`src/rtl/sync_fifo.sv`:
```
// Single-clock show-ahead FIFO with occupancy count, almost-full/almost-empty
// thresholds and synchronous flush. Define SYNC_FIFO_ERR_FLAGS_EN to add sticky overflow/underflow ports.
module sync_fifo #(
  parameter int DEPTH         = 16,
  parameter int WIDTH         = 8,
  parameter int AFULL_THRESH  = 12,
  parameter int AEMPTY_THRESH = 2
) (
  input  logic                     clk,
  input  logic                     rst,
  input  logic                     flush,
  input  logic [WIDTH-1:0]         wdata,
  input  logic                     wen,
  output logic                     full,
  output logic                     afull,
  output logic [WIDTH-1:0]         rdata,
  input  logic                     ren,
  output logic                     empty,
  output logic                     aempty,
`ifdef SYNC_FIFO_ERR_FLAGS_EN
  output logic                     overflow,
  output logic                     underflow,
`endif
  output logic [$clog2(DEPTH):0]   count
);

  localparam int AW = $clog2(DEPTH);
  localparam int CW = AW + 1;

  logic [AW-1:0]    r_wptr;
  logic [AW-1:0]    r_rptr;
  logic [CW-1:0]    r_count;
  logic [WIDTH-1:0] r_mem [DEPTH];

  logic w_wr_acc;
  logic w_rd_acc;

  // Flags decode the count register only, so no input reaches a flag combinationally.
  assign full   = (r_count == CW'(DEPTH));
  assign empty  = (r_count == '0);
  assign afull  = (r_count >= CW'(AFULL_THRESH));
  assign aempty = (r_count <= CW'(AEMPTY_THRESH));
  assign count  = r_count;
  assign rdata  = r_mem[r_rptr];

  assign w_wr_acc = wen && !full  && !flush;
  assign w_rd_acc = ren && !empty && !flush;

  // NOTE: sequential state uses non-blocking assignments so every register
  // samples pre-edge values regardless of block ordering.
  always_ff @(posedge clk or posedge rst) begin
    if (rst) begin
      r_wptr  <= '0;
      r_rptr  <= '0;
      r_count <= '0;
    end else if (flush) begin
      r_wptr  <= '0;
      r_rptr  <= '0;
      r_count <= '0;
    end else begin
      if (w_wr_acc) r_wptr <= r_wptr + AW'(1);
      if (w_rd_acc) r_rptr <= r_rptr + AW'(1);
      case ({w_wr_acc, w_rd_acc})
        2'b10:   r_count <= r_count + CW'(1);
        2'b01:   r_count <= r_count - CW'(1);
        default: r_count <= r_count;
      endcase
    end
  end

  // NOTE: the storage array is reset so rdata reads zero after reset; this
  // forces flops rather than RAM macros, which is acceptable at these depths.
  always_ff @(posedge clk or posedge rst) begin
    if (rst) begin
      for (int i = 0; i < DEPTH; i++) r_mem[i] <= '0;
    end else if (w_wr_acc) begin
      r_mem[r_wptr] <= wdata;
    end
  end

`ifdef SYNC_FIFO_ERR_FLAGS_EN
  logic r_overflow;
  logic r_underflow;

  // Flush clears the sticky flags and takes priority over a same-cycle set.
  always_ff @(posedge clk or posedge rst) begin
    if (rst) begin
      r_overflow  <= 1'b0;
      r_underflow <= 1'b0;
    end else if (flush) begin
      r_overflow  <= 1'b0;
      r_underflow <= 1'b0;
    end else begin
      if (wen && full)  r_overflow  <= 1'b1;
      if (ren && empty) r_underflow <= 1'b1;
    end
  end

  assign overflow  = r_overflow;
  assign underflow = r_underflow;
`endif

endmodule

```
`config.mk`:
```
export PLATFORM = sky130hd
export DESIGN_NAME = sync_fifo
export DESIGN_NICKNAME = d
export VERILOG_FILES = /design/src/rtl/sync_fifo.sv
export SDC_FILE = /design/constraint.sdc
export NUM_CORES = 1
export LEC_CHECK = 0
export ABC_AREA = 1
export ABC_CLOCK_PERIOD_IN_PS = 7000
export CORE_MARGIN = 2
export CORE_UTILIZATION = 45
export DETAILED_ROUTE_END_ITERATION = 7
export SYNTH_ARGS = -nofsm -noshare
export SYNTH_HDL_FRONTEND = slang
export SYNTH_SLANG_ARGS = --single-unit
```
`constraint.sdc`:
```
create_clock -name clk -period 7 [get_ports clk]
set_clock_uncertainty 0.1 [all_clocks]
set_input_delay 1.4 -clock clk [delete_from_list [all_inputs] [get_ports clk]]
set_output_delay 1.4 -clock clk [all_outputs]
set_load 0.05 [all_outputs]
```
### After elaboration in Yosys (flattened, before gate mapping)

Cells that the tools add are included.

| operators by class | value |
|---|---|
| $add $sub $neg | 4 |
| multipliers | 0 |
| div/mod/pow operators | 0 |
| magnitude comparators | 5 |
| equal/unequal tests | 3 |
| shift operators | 0 |
| mux-type cells | 12 |
| bitwise operators | 2 |
| reductions and logical operators | 12 |

Operators by type and width:

| cell | number |
|---|---|
| bitwise mux 128 bit | 1 |
| binary-select mux 8 bit (select 4 bit) | 1 |
| demux 8 bit (select 4 bit) | 1 |
| two-way mux 8 bit | 3 |
| two-way mux 4 bit | 4 |
| >= comparator 5 bit, second input constant | 2 |
| inverter 4 -> 5 bit | 2 |
| one-hot mux 5 bit (2 select lines) | 1 |
| adder 4 x 1 -> 4 bit, second input constant | 2 |
| adder 5 x 1 -> 5 bit, second input constant | 1 |
| equality test 5 bit, second input constant | 1 |
| >= comparator 5 x 4 -> 1 bit, second input constant | 1 |
| <= comparator 5 x 2 -> 1 bit, second input constant | 1 |
| logical AND 1 bit | 5 |
| zero test 5 bit | 1 |
| < comparator 5 x 1 -> 1 bit, second input constant | 1 |
| two-way mux 5 bit | 1 |
| subtractor 5 x 1 -> 5 bit, second input constant | 1 |
| nonzero test 2 bit | 2 |
| zero test 1 bit | 3 |
| nonzero test 3 bit | 1 |
| equality test 2 x 1 -> 1 bit, second input constant | 1 |
| equality test 2 bit, second input constant | 1 |

| storage, ports and cells | value |
|---|---|
| register bits after elaboration | 141 |
| latch bits | 0 |
| memory bits (writable) | 0 |
| bits in read-only memories | 0 |
| input bits | 13 |
| output and inout bits | 17 |
| word-level logic and storage cells | 57 |
| memories kept | 0 |

### Logic depth before layout (Yosys ltp)

Gate-level depths: netlist (run 1).

| depth | value |
|---|---|
| depth in word-level cells | 7 |
| depth in mapped cells | 15 |
| mapped depth without buffers | 15 |

### Worst setup path before layout (run 1)

Ideal clock, no wire load.

| timing path | value |
|---|---|
| path kind | reg2out |
| start point | register r_count[2] (netlist: count[2]) |
| end point | output aempty |
| arrival time | 1668 ps |
| required time | 5500 ps |
| slack | 3832 ps |
| stages on the path, launching flop included | 4 |
| path buffers | 0 |
| cell sequence | dfrtp_1 -> nor2_1 -> nand2_1 -> a21oi_1 |

| on the way | value |
|---|---|
| cells in the longest elaborated chain, start to end | 1 |

Ends and longest elaborated chain:

| element | line | source |
|---|---|---|
| start: declaration | 32 | `logic [CW-1:0] r_count;` |
| start signal: assignment | 64 | `2'b10: r_count <= r_count + CW'(1);` |
| start signal: assignment | 65 | `2'b01: r_count <= r_count - CW'(1);` |
| start signal: assignment | 66 | `default: r_count <= r_count;` |
| <= comparator 5 x 2 -> 1 bit | 42 | `assign aempty = (r_count <= CW'(AEMPTY_THRESH));` |
| end: declaration | 19 | `output logic aempty,` |

No other way between the ends.

### Final worst setup path (run 1)

| timing path | value |
|---|---|
| start point | register r_rptr[2] |
| end point | output rdata[5] |

| on the way | value |
|---|---|
| cells in the longest elaborated chain, start to end | 4 |

Ends and longest elaborated chain:

| element | line | source |
|---|---|---|
| start: declaration | 31 | `logic [AW-1:0] r_rptr;` |
| start signal: assignment | 62 | `if (w_rd_acc) r_rptr <= r_rptr + AW'(1);` |
| inverter 4 -> 5 bit (not written as such) | 44 | `assign rdata = r_mem[r_rptr];` |
| binary-select mux 8 bit (select 4 bit) | 44 |  |
| two-way mux 8 bit (not written as such) (2 in series) | 44 |  |
| end: declaration | 16 | `output logic [WIDTH-1:0] rdata,` |

No other way between the ends. The select of a mux whose other input is x is not followed.

==> results of run 1 <==
area by class of cell:
class                           count  area (sq um)
Clock buffer                       24           482
Clock inverter                      8          65.1
Fill cell                        1490          7700
Inverter                           94           370
Multi-Input combinational cell    576          2980
Sequential cell                   141          3530
Tap cell                          216           270
Timing Repair Buffer               32           313
how the worst min path moves through the flow:
| stage | slack [ns] | to | cells after the start |
|---|---|---|---|
| final | 0.38 | r_mem[107] | 2 |
| after global routing | 0.39 | r_mem[107] | 2 |
| after CTS | 0.38 | r_mem[30] | 2 |
| after floorplan | 0.35 | r_mem[24] | 2 |
| after detailed placement | 0.37 | r_mem[107] | 2 |
| after global placement | 0.36 | r_mem[26] | 2 |
cell families (layout without fill, tap and decap cells):
logic type	Yosys count	in the layout	synth area share (%)
compound gates	240	240	19.1
xor+xnor	2	2	0.245
fa+ha+maj	9	9	1.68
buf+inv	146	158	9.18
flops	141	141	49.2
simple gates	325	325	20.5
metal layers:
layer / GRT usage, % / up-vias / part of all wire (%)
met5: 0 / - / 0
li1: - / 2824 / -
met1: 32.0 / 2759 / 46
met4: 10.8 / 0 / 3.3
met2: 35.9 / 185 / 46
met3: 4.88 / 43 / 5.5
sequential cells by signal (all words and copies together) (netlist names):
register and flops:
count 5, r_mem 128, r_rptr 4, r_wptr 4
placed cells by master (no fill, tap or decap), types with 4 or more instances in the layout:
| master | n |
|---|---|
| nand3_1 | 57 |
| inv_1 | 85 |
| ha_1 | 8 |
| nor2_4 | 4 |
| nand2_4 | 7 |
| nand2_1 | 233 |
| o21ai_0 | 119 |
| o211ai_1 | 32 |
| clkbuf_1 | 4 |
| clkbuf_16 | 17 |
| clkdlybuf4s50_1 | 29 |
| nor2_2 | 6 |
| o21ai_2 | 24 |
| a21oi_1 | 37 |
| clkinv_2 | 7 |
| dfrtp_1 | 139 |
| nor2_1 | 6 |
| o21ai_1 | 28 |
| nand3_2 | 4 |
metrics by stage:
stage / cells / hold slack, ns / setup slack (ns) / cell area [sq um] / utilization (%)
2_1_floorplan: 863 / 0.350 / 1.72 / 7170 / -
3_5_place_dp: 1059 / 0.368 / 2.55 / 7470 / 47.5
5_1_grt: 1091 / 0.394 / 1.98 / 8010 / 51.0
4_1_cts: 1091 / 0.381 / 2.10 / 8010 / 51.0
6_report: 1091 / 0.378 / 2.06 / 8010 / 51.0
3_3_place_gp: 1059 / 0.360 / 2.66 / 7470 / 47.5
worst max-delay path, cell delays in order (launching register included):
cell             delay, ns
dfrtp_1               0.86
clkinv_1              0.82
nand3_1               0.31
nand3_1               0.09
nand2_1               0.11
clkdlybuf4s50_1       0.81
power groups by stage:
stage	clock [mW]	combinational (mW)	sequential [mW]
floorplan	0	0.698	1.03
CTS	0.864	0.919	1.06
global placement	0	0.908	1.06
finish	0.849	0.913	1.06
global route	0.893	1.01	1.08
detailed placement	0	0.914	1.07
==> run metrics, run 1 <==
path depth of the worst reg2reg path=14; outcome=finished clean; Post-synth EDFFs=0; Max Clk Rate=0.202 GHz; Slew Viols, Final=0; syn_nets=885; Worst IR Drop VDD=0.240 mV; P_sw=1.07 mW; clk slew on worst S/H paths=~0.060 ns; number of vias per cell=5.33; Yosys reg bits=141; CTS max path bufs=2; antenna violations before repair=0; largest net degree at the start of global routing=101; Total Power=~2.8 mW; synthesized area=7170 sq um; pwr dens=352 nW/um^2; Placer Congestion=~0.84; sequential share of the synthesized area=49.2%; nets=884; die area=16900 sq um; Min-Delay Path Class=flip-flop to flip-flop; Initial Util=45.6%; final setup fails=0; CP Data Arrival Time=~3.4 ns; Final Hold Fails=0; Internal=1.75 mW; yosys synthesis warning count=0; Routed Antenna Nets=0; Tcrit/Tclk final=70.6%; critical path launch point type=flip-flop; Pleak=between 3 and 4 nW; Worst Hold Launch=r_mem[107]; layout cells sized above 1=10.2%; Critical R2R Capture=count[4]; worst setup path end=rdata[5]; cts hold-fix bufs=0; Tmin final=roughly 4.9 ns; clock root cell=clkbuf_16; DR pass1 iterations=6; mean routed wirelength per cell=~17 um; chip height=approximately 130 um; Setup Buffers After CTS=0; CTS H-tree lvls=4; leading post-synthesis cells by cell area=dfrtp_1, nand2_1, o21ai_0; post-detail-place hpwl=about 12 mm; Die X=between 100 and 150 um; vias in the first global route=5715; top-level I/O count=30; CP Capture Type=output pin; # rows=46; combinational group share of total power=32.4%; Sink Count=141; synthesized area per cell=8.30 sq um; iteration-0 DRC count of the detailed router=478; max-cap violation count=0; CP Class=flip-flop to output pin; clock tree from TritonCTS=yes; count of different cell masters after synthesis=31; Max FO, Critical Path=18; DRC viols=0; core area=approximately 16000 sq um; Total Neg Setup Slack=0 ns; top-count cell post-synth=nand2_1; Syn Inst Count=863; gr usage total=23.4%; clock share of power=a little under a third; sequential share of power=37.6%; top cell type's share of synthesized area=49.2%; r2r startpoint=count[2]; I/O Buffers=29; Worst Path Required=5.50 ns; n_diodes=0; Synth area leader=dfrtp_1; CTS resizes=0; crit path launch=r_rptr[2]; most frequent cells after synthesis=nand2_1, dfrtp_1, o21ai_0, inv_1, nand3_1; Post-synth top flop=dfrtp_1; Inserted Clock Buffers=17; synth-to-layout area growth=11.8%; clk_lat worst skew=0.43 ns; total wire length=18.4 mm; grt ovf=0; Slew Limit Headroom=between 30% and 40%; Via Count=5811; RSZ-0062 raised after global routing=false; switch share=38.1%; Worst Max-Slew Pin Slew=0.932 ns; FFs w/ async S/R, synth=between 90% and 100%; first-pass GRT wire length=30.1 mm; Worst R2R Setup Slack=between 4 and 5 ns
No activity file was read; power rests on OpenSTA's default activity.
==> run 2: changes to the inputs <==
Settings changed: ABC_CLOCK_PERIOD_IN_PS 7000 to 5000.
Clock period 7 ns to 5 ns, I/O delays scaled along.
==> run metrics, run 2 (same netlist as run 1, synthesis figures left out) <==
Max FO, Critical Path=57; Routed Antenna Nets=0; max reg flops=128; most frequent cells in the layout=nand2_1, dfrtp_1, o21ai_0; n_diodes=0; clk slew on worst S/H paths=around 0.060 ns; Min-Delay Path Class=flip-flop to flip-flop; largest net degree at the start of global routing=109; mean routed wirelength per cell=roughly 17 um; CTS resizes=0; cell mode on critical path=nand3_1; top-level I/O count=30; CTS max path bufs=2; Final Hold Fails=0; Tmin final=4.23 ns; non-filler cells, final=between 1000 and 1500; Sink Count=141; fillers=1534; critical path, cell by cell=buf_4, o211ai_1, nand3_1, nand3_1, nand2_1, clkdlybuf4s50_1; iteration-0 DRC count of the detailed router=485; post-detail-place hpwl=roughly 12 mm; commonest non-fill, non-tap cell in the layout=nand2_1; Largest Register=r_mem; Max Clk Rate=~0.24 GHz; Worst Path Required=3.90 ns; core area=approximately 16000 sq um; Slew Limit Headroom=25.1%; Setup Buffers After CTS=0; max-cap violation count=0; gr usage total=23.5%; Total Neg Setup Slack=0 ns; pwr dens=502 nW/um^2; synth-to-layout area growth=13.0%; antenna violations before repair=0; DR pass1 iterations=5; # rows=between 40 and 50; layout cells sized above 1=10.8%; total wire length=between 15 and 20 mm; DRC viols=0; grt ovf=0; CTS H-tree lvls=4; CP Data Arrival Time=~3.1 ns; final setup fails=0; CP Capture Type=output pin; Placer Congestion=between 0.8 and 0.9; Slew Viols, Final=0; Worst Max-Slew Pin Slew=about 1.1 ns; CP Class=flip-flop to output pin; outcome=finished clean; number of vias per cell=5.28; clock tree from TritonCTS=yes; clk_lat worst skew=0.43 ns; Inserted Clock Buffers=17; critical path launch point type=flip-flop; Die X=130 um; nets=887; die area=16900 sq um; Tcrit/Tclk final=a little over four fifths; cts hold-fix bufs=0; I/O Buffers=29; crit-path max cell delay=1.11 ns; CP max stage cell=dfrtp_2; Initial Util=45.6%; chip height=around 130 um; first-pass GRT wire length=30.1 mm; Via Count=5779; clock root cell=clkbuf_16; Worst IR Drop VDD=about 0.37 mV; Pleak=3.75 nW; vias in the first global route=5623; placed insts=1062; RSZ-0062 raised after global routing=false
## run 2: changes by cell type in the layout (fill, tap and decap cells not counted)
cell / before / now
clkinv_2: 7 / 4
clkinvlp_4: 0 / 2
clkinv_4: 0 / 2
buf_4: 3 / 5
clkbuf_1: 4 / 1
bufinv_16: 1 / 2
clkbuf_8: 3 / 4
buf_12: 0 / 1
## run 2: path summary, 6_finish.rpt
check | startpoint | end | slack, ns | cells after the start
worst min register to register | r_mem[107] | r_mem[107] | 0.38 | 2
worst min-delay path | r_mem[107] | r_mem[107] | 0.38 | 2
min in group asynchronous | rst | r_mem[82] | 1.06 | 2
worst max register to register | count[2] | count[4] | 2.51 | 14
worst max-delay path | r_rptr[1] | rdata[0] | 0.77 | 6
max in group asynchronous | rst | r_mem[11] | 2.86 | 3
## run 2: layout make-up
class / instances / area, sq um / area share [%]
Inverter: 94 / 370 / 4.57
Clock buffer: 22 / 484 / 5.98
Sequential cell: 141 / 3530 / 43.6
Multi-Input combinational cell: 576 / 2980 / 36.8
Timing Repair Buffer: 35 / 348 / 4.30
Tap cell: 216 / 270 / 3.34
Clock inverter: 10 / 113 / 1.39
## run 2: through the flow
step | util [%] | setup WS, ns | power (mW) | hold slack (ns) | instance area, sq um
2_1_floorplan | - | 0.119 | 2.42 | 0.350 | 7170
3_3_place_gp | 47.7 | 1.27 | 2.78 | 0.358 | 7500
3_5_place_dp | 47.7 | 1.26 | 2.81 | 0.365 | 7500
4_1_cts | 51.5 | 0.780 | 4.08 | 0.379 | 8100
5_1_grt | 51.5 | 0.675 | 4.28 | 0.404 | 8100
6_report | 51.5 | 0.773 | 4.06 | 0.377 | 8100
## run 2: power breakdown
group / internal (mW) / leakage, nW / switching (mW)
combinational: 0.445 / 1.70 / 0.875
sequential: 1.30 / 1.76 / 0.173
clock: 0.785 / 0.292 / 0.484
## run 2: critical path, delay by kind of cell (launching register included)
kind	cells	cell delay, ns
buf+inv	2	1.16
flops	1	1.11
simple gates	3	0.29
compound gates	1	0.11
## run 2: per-layer routing
layer | GRT usage [%] | routed length, um | vias to the layer above
met5 | 0 | 0 | -
met4 | 9.17 | 520 | 0
met3 | 4.63 | 770 | 35
met2 | 36.9 | 8510 | 135
met1 | 32.4 | 8670 | 2783
li1 | - | - | 2826
==> run 3: changes to the inputs <==
Settings changed: ABC_CLOCK_PERIOD_IN_PS 5000 to 3390.
Clock period 5 ns to 3.39 ns, I/O delays scaled along.
==> run metrics, run 3 (same netlist as run 1, synthesis figures left out) <==
hold path depth=2; synth-to-layout area growth=14.7%; CP Data Arrival Time=2.40 ns; nets=891; clk slew on worst S/H paths=0.06 ns; vias in the first global route=roughly 5500; commonest non-fill, non-tap cell in the layout=nand2_1; # rows=46; Total Neg Setup Slack=0 ns; Design Area, Final=roughly 8200 sq um; clk_lat worst skew=0.43 ns; die area=16900 sq um; chip height=130 um; placed insts=1066; layout cells sized above 1=11.9%; hold path endpoint=r_mem[111]; r2r startpoint=count[4]; RSZ-0062 raised after global routing=false; mean routed wirelength per cell=roughly 17 um; fillers=1469; Worst IR Drop VDD=0.508 mV; largest net degree at the start of global routing=61; Worst Path Required=2.61 ns; max reg flops=128; Routed Antenna Nets=0; CTS H-tree lvls=4; Largest Register=r_mem; clock tree from TritonCTS=yes; Placer Congestion=0.859; Tmin final=3.17 ns; I/O Buffers=29; grt ovf=0; Worst R2R Setup Slack=0.94 ns; pwr dens=754 nW/um^2; clock root cell=clkbuf_16; max-cap violation count=0; Final Hold Fails=0; DRC viols=0; Crit path max-delay family=flip-flops; Worst Hold Launch=r_mem[111]; outcome=finished clean; gr usage total=23.7%; Tcrit/Tclk final=93.6%; n_diodes=0; post-detail-place hpwl=12.0 mm; CP max stage cell=dfrtp_4; core area=15700 sq um; Min-Delay Path Class=flip-flop to flip-flop; setup slack after layout=0.216 ns; Pleak=3.81 nW; non-filler cells, final=1098; cts hold-fix bufs=0; Max FO, Critical Path=51; iteration-0 DRC count of the detailed router=536; Initial Util=a little under half; Sink Count=approximately 140; top-level I/O count=30; critical path, cell by cell=buf_4, a21oi_1, o21ai_0, nand3_1, nand3_1, nand2_1, buf_12; CTS max path bufs=2; Setup WS pre-CTS=0.506 ns; Critical R2R Capture=count[4]; first-pass GRT wire length=30.5 mm; placed cell area=7630 sq um; Slew Limit Headroom=43.6%; antenna violations before repair=0; path depth of the worst reg2reg path=15; final setup fails=0; number of vias per cell=approximately 5.3; DR pass1 iterations=5; Slew Viols, Final=0; critical path launch point type=flip-flop; CP Capture Type=output pin; most frequent cells in the layout=nand2_1, dfrtp_1, o21ai_0; Max Clk Rate=~0.32 GHz; Die X=~130 um; crit-path max cell delay=~0.77 ns; worst path bufs/invs=2; Via Count=5840; Inserted Clock Buffers=17; CP Class=flip-flop to output pin; Setup Buffers After CTS=0; Worst Max-Slew Pin Slew=between 0.8 and 0.9 ns; cell mode on critical path=nand3_1; CTS resizes=0; total wire length=~19 mm
[run 3: how the worst max path moves through the flow]
stage                    from        to  slack (ns)  cells after the start
detailed placement        ren  count[4]        0.51                     14
global placement          ren  count[4]        0.60                     14
CTS                 r_rptr[0]  rdata[6]        0.22                      7
floorplan                 rst  count[0]        0.85                      1
finish              r_rptr[0]  rdata[6]        0.22                      7
global route        r_rptr[0]  rdata[5]        0.06                      7
[run 3: layer usage]
metal	vias up	track usage, %	wire [um]
li1	2833	-	-
met1	2825	33.4	8540
met2	164	37.5	8920
met3	18	4.47	885
met4	0	7.15	284
met5	-	0	0
[run 3: worst min-delay path: cells and delay by family, from the launching register on]
| family | cells | cell delay (ns) |
|---|---|---|
| AND/OR/NAND/NOR | 1 | 0.07 |
| flip-flops | 1 | 0.34 |
| AO/OA/AOI/OAI | 1 | 0.05 |
[run 3: where the power goes]
part           internal (mW)  leakage [nW]  switching (mW)  total [mW]
registers               1.92          1.76           0.216        2.13
clock network           1.14         0.289           0.687        1.83
logic                  0.835          1.76            1.40        2.23
[run 3: per-stage QoR]
stage	hold slack (ns)	utilization, %	total power [mW]
floorplan	0.350	-	3.57
global placement	0.360	48.6	4.36
detailed placement	0.363	48.6	4.39
CTS	0.377	52.3	6.24
global route	0.407	52.3	6.56
finish	0.383	52.3	6.20
[run 3: final cells by class]
cell class	instances	area [sq um]	share of cell area (%)
Sequential cell	141	3530	43.0
Multi-Input combinational cell	576	2980	36.2
Clock buffer	27	533	6.48
Timing Repair Buffer	39	483	5.88
Inverter	94	369	4.49
Tap cell	216	270	3.29
Clock inverter	5	52.6	0.639
